`config.mk`:
```
export PLATFORM = sky130hd
export DESIGN_NAME = clp_inst_sched
export DESIGN_NICKNAME = d
export VERILOG_FILES = /design/src/rtl/clp_inst_sched.sv
export SDC_FILE = /design/constraint.sdc
export NUM_CORES = 1
export LEC_CHECK = 0
export CAP_MARGIN = 30
export CELL_PAD_IN_SITES_DETAIL_PLACEMENT = 2
export CELL_PAD_IN_SITES_GLOBAL_PLACEMENT = 2
export CORE_ASPECT_RATIO = 1.5
export CORE_MARGIN = 4
export CORE_UTILIZATION = 25
export CTS_CLUSTER_SIZE = 30
export DETAILED_ROUTE_END_ITERATION = 6
export PLACE_DENSITY_LB_ADDON = 0.1
export SLEW_MARGIN = 20
export SYNTH_ARGS = -nofsm -noshare
export SYNTH_HDL_FRONTEND = slang
export SYNTH_SLANG_ARGS = --single-unit
```
`constraint.sdc`:
```
create_clock -name clk -period 2.55 [get_ports clk]
set_input_delay 0.255 -clock clk [delete_from_list [all_inputs] [get_ports clk]]
set_output_delay 0.255 -clock clk [all_outputs]
set_load 0.1 [all_outputs]
```
`src/rtl/clp_inst_sched.sv`:
```
// rtl/clp_inst_sched.sv - layer instruction scheduler: fetch, latch, issue and track the layer controller
// Build with CLP_SCHED_WDOG_EN to add the WAIT_ACK/WAIT_DONE watchdog and drive wdog_err.
module clp_inst_sched #(
  parameter int INST_WIDTH      = 100,
  parameter int INST_ADDR_WIDTH = 10,
  parameter int WDOG_CYCLES     = 4096
) (
  input  logic                       clk,
  input  logic                       rst_n,
  input  logic                       start,
  input  logic [INST_ADDR_WIDTH-1:0] prog_base,
  input  logic [INST_ADDR_WIDTH-1:0] prog_len,
  output logic                       inst_rd_en,
  output logic [INST_ADDR_WIDTH-1:0] inst_rd_addr,
  input  logic [INST_WIDTH-1:0]      inst_rd_data,
  output logic                       clp_enable,
  output logic [INST_WIDTH-1:0]      clp_instruction,
  input  logic                       clp_state,
  output logic                       busy,
  output logic                       done,
  output logic [INST_ADDR_WIDTH-1:0] inst_idx,
  output logic                       wdog_err
);

  typedef enum logic [2:0] {
    IDLE, FETCH, LATCH, ISSUE, WAIT_ACK, WAIT_DONE, FINISH
  } state_e;

  localparam logic [INST_ADDR_WIDTH-1:0] ADDR_ONE = INST_ADDR_WIDTH'(1);

  state_e                       state_q;
  logic                         start_q;
  logic [INST_ADDR_WIDTH-1:0]   base_q, len_q, idx_q, rd_addr_q;
  logic [INST_ADDR_WIDTH-1:0]   idx_d, last_idx;
  logic [INST_WIDTH-1:0]        inst_q;
  logic                         rd_en_q, enable_q, done_q;
  logic                         start_acc;
  logic                         wdog_trip;

  assign idx_d     = idx_q + ADDR_ONE;
  assign last_idx  = len_q - ADDR_ONE;
  assign start_acc = start && !start_q && (state_q == IDLE);

  // start is registered once so base/len are captured before the FSM acts on them
  always_ff @(posedge clk or negedge rst_n) begin
    if (!rst_n) begin
      state_q   <= IDLE;
      start_q   <= 1'b0;
      base_q    <= '0;
      len_q     <= '0;
      idx_q     <= '0;
      rd_addr_q <= '0;
      inst_q    <= '0;
      rd_en_q   <= 1'b0;
      enable_q  <= 1'b0;
      done_q    <= 1'b0;
    end else begin
      rd_en_q  <= 1'b0;
      enable_q <= 1'b0;
      done_q   <= 1'b0;
      start_q  <= 1'b0;
      unique case (state_q)
        IDLE: begin
          if (start_q) begin
            if (len_q != '0) begin
              state_q   <= FETCH;
              idx_q     <= '0;
              rd_en_q   <= 1'b1;
              rd_addr_q <= base_q;
            end else begin
              state_q <= FINISH;
              done_q  <= 1'b1;
            end
          end else if (start_acc) begin
            start_q <= 1'b1;
            base_q  <= prog_base;
            len_q   <= prog_len;
          end
        end
        FETCH: state_q <= LATCH;
        LATCH: begin
          inst_q <= inst_rd_data;
          if (inst_rd_data[3:0] == 4'hF) begin
            state_q <= FINISH;
            done_q  <= 1'b1;
          end else begin
            state_q  <= ISSUE;
            enable_q <= 1'b1;
          end
        end
        ISSUE: state_q <= WAIT_ACK;
        WAIT_ACK: begin
          if (wdog_trip) begin
            state_q <= FINISH;
            done_q  <= 1'b1;
          end else if (clp_state) begin
            state_q <= WAIT_DONE;
          end
        end
        WAIT_DONE: begin
          if (wdog_trip || (!clp_state && idx_q == last_idx)) begin
            state_q <= FINISH;
            done_q  <= 1'b1;
          end else if (!clp_state) begin
            state_q   <= FETCH;
            idx_q     <= idx_d;
            rd_en_q   <= 1'b1;
            rd_addr_q <= base_q + idx_d;
          end
        end
        FINISH:  state_q <= IDLE;
        default: state_q <= IDLE;
      endcase
    end
  end

`ifdef CLP_SCHED_WDOG_EN
  localparam int WDW = $clog2(WDOG_CYCLES + 1);

  logic [WDW-1:0] wdog_cnt_q;
  logic           wdog_err_q;
  logic           in_wait;

  assign in_wait   = (state_q == WAIT_ACK) || (state_q == WAIT_DONE);
  assign wdog_trip = (wdog_cnt_q == WDW'(WDOG_CYCLES));

  // ISSUE always precedes WAIT_ACK, so clearing there restarts the count on WAIT_ACK entry
  always_ff @(posedge clk or negedge rst_n) begin
    if (!rst_n) begin
      wdog_cnt_q <= '0;
      wdog_err_q <= 1'b0;
    end else begin
      if (state_q == ISSUE) begin
        wdog_cnt_q <= '0;
      end else if (in_wait && !wdog_trip) begin
        wdog_cnt_q <= wdog_cnt_q + WDW'(1);
      end
      if (start_acc) begin
        wdog_err_q <= 1'b0;
      end else if (in_wait && wdog_trip) begin
        wdog_err_q <= 1'b1;
      end
    end
  end

  assign wdog_err = wdog_err_q;
`else
  // WDOG_CYCLES only matters when the watchdog is built in; this folds to 0
  assign wdog_trip = (WDOG_CYCLES < 0);
  assign wdog_err  = 1'b0;
`endif

  assign inst_rd_en      = rd_en_q;
  assign inst_rd_addr    = rd_addr_q;
  assign clp_enable      = enable_q;
  assign clp_instruction = inst_q;
  assign done            = done_q;
  assign busy            = (state_q != IDLE);
  assign inst_idx        = idx_q;

endmodule

```
# After elaboration in Yosys (flattened, before gate mapping)
# Cells that the tools add are included.
[totals]
in_bits = 124
elab_cells = 71
reg_bits = 147
output_inout_bits = 125
[op_classes]
n_reduce_logical = 12
n_eq_ne = 13
addsub = 3
n_mux = 32
bitwise_logic = 1
[ops]
columns = ["cell", "n"]
rows = [
  ["10-bit 2-to-1 mux", 8],
  ["10-bit one-hot mux with 2 select lines", 2],
  ["3-bit 2-to-1 mux", 6],
  ["3-bit one-hot mux with 6 select lines", 1],
  ["1-bit 2-to-1 mux", 13],
  ["10-bit by 1-bit adder with 10-bit output (second input constant)", 1],
  ["10-bit adder", 1],
  ["10-bit equality test", 1],
  ["10-bit nonzero test", 1],
  ["10-bit by 1-bit subtractor with 10-bit output (second input constant)", 1],
  ["2-bit != test (second input constant)", 4],
  ["3-bit by 2-bit equality test with 1-bit output (second input constant)", 2],
  ["3-bit equality test (second input constant)", 2],
  ["3-bit AND reduction", 2],
  ["5-bit AND reduction", 1],
  ["4-bit equality test (second input constant)", 1],
  ["3-bit by 1-bit equality test with 1-bit output (second input constant)", 1],
  ["1-bit logical AND", 3],
  ["3-bit zero test", 1],
  ["3-bit != test (second input constant)", 1],
  ["1-bit one-hot mux with 3 select lines", 1],
  ["3-bit nonzero test", 1],
  ["1-bit zero test", 2],
  ["2-bit by 1-bit != test with 1-bit output (second input constant)", 1],
  ["3 further kinds", 3],
]

# Depth between registers and ports, before layout
[depth]
depth_word = 6
ltp_mapped = 13
ltp_nobuf = 13

# Worst setup path before layout
# No wires, ideal clock.
[synth_timing]
kind = "reg2reg"
start = "register idx_q[0], in the netlist inst_idx[0]"
end = "register rd_addr_q[9], in the netlist inst_rd_addr[9]"
slack_ns = -0.870
period_less_slack_ns = 3.420
t_arrival_ns = 3.293
required_time_ns = 2.424
path_buffers = 0
setup_time_ns = 0.126
stages_incl_launch_ff = 14
path_cell_list = "dfrtp_1 > ha_1 > nand3_1 > nor2_1 > nand2_1 > nand2_1 > ha_1 > a21oi_1 > a21bo_2 > a41oi_1 > o21ai_0 > mux2i_1 > xnor2_1 > mux2_4"
[synth_between]
elab_chain_cells = 5
elab_cells_between_ends = 9
classes_between = "add/sub (2); eq/ne (2); mux (3); reduce/logical (2)"
[synth_lines]
columns = ["element", "line", "source"]
rows = [
  ["from (decl)", "33", "logic [INST_ADDR_WIDTH-1:0] base_q, len_q, idx_q, rd_addr_q;"],
  ["from (signal assigned)", "106", "idx_q <= idx_d;"],
  ["10-bit by 1-bit adder with 10-bit output", "40", "assign idx_d = idx_q + ADDR_ONE;"],
  ["10-bit adder", "108", "rd_addr_q <= base_q + idx_d;"],
  ["10-bit 2-to-1 mux", "104", "end else if (!clp_state) begin"],
  ["10-bit 2-to-1 mux", "101", "if (wdog_trip || (!clp_state && idx_q == last_idx)) begin"],
  ["10-bit one-hot mux with 2 select lines", "62", "unique case (state_q)"],
  ["to (signal assigned)", "69", "rd_addr_q <= base_q;"],
  ["to (signal assigned)", "108", ""],
  ["to (decl)", "33", ""],
]
# Parallel ways exist; a longest one is shown, timed or not. The select of a mux whose other input is x is not followed.
# A chain may end at the register's enable or synchronous reset.

# Worst setup path after layout
[layout_timing]
start = "register len_q[1]"
end = "register rd_addr_q[6], in the netlist inst_rd_addr[6]"
[layout_between]
elab_chain_cells = 5
elab_cells_between_ends = 7
classes_between = "add/sub (1); eq/ne (3); reduce/logical (3)"
[layout_lines]
columns = ["element", "line", "source"]
rows = [
  ["from (decl)", "33", ""],
  ["from (signal assigned)", "77", "len_q <= prog_len;"],
  ["10-bit by 1-bit subtractor with 10-bit output", "41", "assign last_idx = len_q - ADDR_ONE;"],
  ["10-bit equality test", "101", ""],
  ["1-bit logical AND", "101", ""],
  ["2-bit != test (no source line)", "n/a", ""],
  ["5-bit AND reduction (no source line) (*)", "n/a", ""],
]
# Mark *: on every way between the ends. The rest lies on a longest branch, timed or not.

==> results.py <==
metrics = {
    "drt": {
        "drtAntennaViolNets": 0,
        "vias_per_cell": 4.60,
        "drcViolationCount": 0,
        "first_pass_iters": 4,
        "drt_wl_total_mm": 24.6,
        "drt-initial-drc-count": 124,
        "wl_per_cell_um": 20.4,
        "vias": 5550,
    },
    "sta": {
        "rsz0062_at_grt": "yes",
        "finalCritPeriodShare_pct": 105,
        "slew_viol_final": 0,
        "clock_skew_ns": 0.00958,
        "finalHoldViolCount": 0,
        "min_period_ns": 2.68,
        "finalSetupViolations": 12,
        "worst_pin_slew_ns": 0.505,
        "max_slew_margin_pct": 66.3,
        "worst_slack_ns": -0.130,
        "max_freq_mhz": 373,
    },
    "hold_path": {
        "hold_class": "in2async",
    },
    "outcome": {
        "violations": "negative setup slack",
        "status": "finished with violations",
    },
    "cells_and_area": {
        "fin_nets": 996,
        "syn_to_final_growth_pct": 59.1,
        "diodes": 0,
        "fill_cells": 2710,
        "drive_gt1_share_pct": 45.5,
        "fin_cells": 1206,
    },
    "grt": {
        "antenna_found_initial": 0,
        "overflow": 0,
        "grt_usage_pct": 17.0,
        "grt_start_max_net_pins": 48,
        "grt_pass1_wl_mm": 38.5,
        "grt_pass1_vias": 6629,
    },
    "floorplan": {
        "dieArea_um2": 29200,
        "die_h_um": 207,
        "die_x_um": 141,
        "io_pins": 249,
        "rows": 72,
        "coreArea_um2": 25900,
        "start_util_pct": 25.5,
    },
    "worst_setup_path": {
        "cp.required_ns": 2.86,
        "cp_common_cell": "mux2_4",
        "slowest_delay_ns": 0.56,
        "path_cells": "or4_4 -> nor4_4 -> mux2_4 -> a21o_2 -> o21ai_2 -> and2_4 -> clkinvlp_4 -> mux2_4",
        "crit_arrival_ns": 2.99,
        "cp-end-kind": "flip-flop",
        "startpoint_type": "flip-flop",
        "cp_max_fo": 5,
        "worstSetupStartpoint": "len_q[1]",
        "worstSetupPathType": "reg2reg",
        "critPathTopFamily": "simple AND/OR/NAND/NOR gates",
        "path_buf_inv": 1,
        "crit_path_top_delay_cell": "or4_4",
        "reg2reg_from": "len_q[1]",
    },
    "synth": {
        "yosysWarningCount": 0,
        "synth_cell_type_count": 56,
        "yosysMostFrequentCell": "dfrtp_1",
        "synth_area_leaders": "dfrtp_1 (56%), mux2_2 (18%), nand2_1 (4.3%)",
        "synthArstFlopShare_pct": 100,
        "synthFlopType": "dfrtp_1",
        "synth-seq-cells": 147,
        "synth_fp_nets": 681,
        "syn_inst": 545,
        "synth_edf_count": 0,
        "synth.cell_area_um2": 6620,
        "yosysSeqAreaShare_pct": 55.6,
        "synthTopCellsByCount": "dfrtp_1 (147), mux2_2 (103), nand2_1 (75), o21ai_0 (27), clkbuf_1 (21)",
        "syn_avg_cell_area_um2": 12.1,
        "synth_top_area_share_pct": 55.6,
        "yosysTopAreaCell": "dfrtp_1",
    },
    "cts": {
        "clock_latency_ns": 0.42,
        "cts_max_level": 4,
        "cts_sinks": 147,
        "clk_pin_slew_ns": 0.07,
        "cts_root_buf": "clkbuf_16",
        "clockBufferDepth": 2,
        "cts_tree": "built",
        "cts_made_buffers": 17,
    },
    "placed_design": {
        "hpwlAfterDp_mm": 18.7,
        "globalplace.congestion": 0.729,
        "dp_cells": 1163,
        "port_buffers": 247,
    },
    "flow_run": {
        "drv_cap": 0,
    },
}
stage by stage:
step           setup TNS, ns  hold WS (ns)  util [%]  area [µm²]  worst slack, ns
2_1_floorplan          -1.34       -0.0406         -        6730           -0.149
3_3_place_gp           -1.22         0.239      37.4        9700           -0.125
6_report               -1.20         0.339      40.6       10500           -0.130
3_5_place_dp           -2.31         0.255      37.4        9700           -0.200
4_1_cts                -1.96         0.337      40.2       10400           -0.197
5_1_grt                -2.65         0.349      40.6       10500           -0.247
per-layer routing:
layer | track usage, % | share of wire [%]
met5 | 0 | 0
met2 | 32.5 | 58
met3 | 6.02 | 6.9
met4 | 5.75 | 2.3
met1 | 16.7 | 33
worst paths after layout:
path	slack, ns	to	cells after the start
worst max-delay path	-0.13	inst_rd_addr[6]	8
worst min-delay path	0.34	inst_rd_addr[5]	2
worst max register to register	-0.13	inst_rd_addr[6]	8
worst min register to register	0.51	clp_instruction[18]	1
max in group asynchronous	1.48	len_q[4]	3
min in group clk	0.36	base_q[8]	3
placed cells by master, fill, tap and decap left out, drive strengths merged, types with 3 or more instances in the layout:
| cell type | Yosys | routed |
|---|---|---|
| a21o | 4 | 4 |
| a21oi | 15 | 15 |
| buf | 8 | 201 |
| clkbuf | 21 | 17 |
| clkdlybuf4s50 | 0 | 122 |
| clkinv | 0 | 3 |
| clkinvlp | 0 | 5 |
| dfrtp | 147 | 147 |
| ha | 11 | 11 |
| inv | 13 | 20 |
| mux2 | 113 | 113 |
| nand2 | 75 | 75 |
| nand2b | 3 | 3 |
| nand3 | 17 | 17 |
| nand4 | 3 | 3 |
| nor2 | 11 | 11 |
| nor2b | 6 | 6 |
| nor3 | 6 | 6 |
| nor4 | 3 | 3 |
| o21ai | 28 | 28 |
| xnor2 | 18 | 18 |
| xor2 | 8 | 8 |
cell type report:
cell class | count | area, µm² | area share (%)
Clock buffer | 17 | 425 | 4.04
Clock inverter | 15 | 149 | 1.41
Inverter | 13 | 56.3 | 0.535
Multi-Input combinational cell | 356 | 2990 | 28.4
Sequential cell | 147 | 3700 | 35.2
Tap cell | 333 | 417 | 3.96
Timing Repair Buffer | 324 | 2790 | 26.5
Timing Repair inverter | 1 | 7.51 | 0.0713
state kept, by name, indices dropped and copies added (netlist names):
| register | cells |
|---|---|
| clp_enable | 1 |
| state_q | 3 |
| inst_rd_addr | 10 |
| inst_idx | 10 |
| done | 1 |
| inst_rd_en | 1 |
| base_q | 10 |
| start_q | 1 |
| len_q | 10 |
| clp_instruction | 100 |
logic make-up (layout without fill, tap and decap cells):
| logic type | Yosys count | in the layout | synth area share (%) |
|---|---|---|---|
| muxes | 114 | 114 | 19.9 |
| DFF | 147 | 147 | 55.6 |
| adders and majority gates | 12 | 12 | 2.38 |
| buffers and inverters | 42 | 370 | 2.84 |
| xor gates and xnor gates | 26 | 26 | 3.44 |
| other | 1 | 1 | 0.0567 |
| and+or+nand+nor | 136 | 136 | 9.62 |
| AOI/OAI and AO/OA | 67 | 67 | 6.18 |
timing repair:
| action | in CTS | in global routing |
|---|---|---|
| endpoints found under the setup margin | 18 | 23 |
| hold endpoints to repair | 43 | 0 |
| gates resized for setup | 25 | 16 |
| hold buffers | 1 | 0 |
| cloned | 1 | 0 |
| buffers inserted | 7 | 5 |
| pin swaps | 10 | 8 |
Power is not shown: default switching activity piles up to over one toggle a cycle in this logic, so the estimate is an artifact.
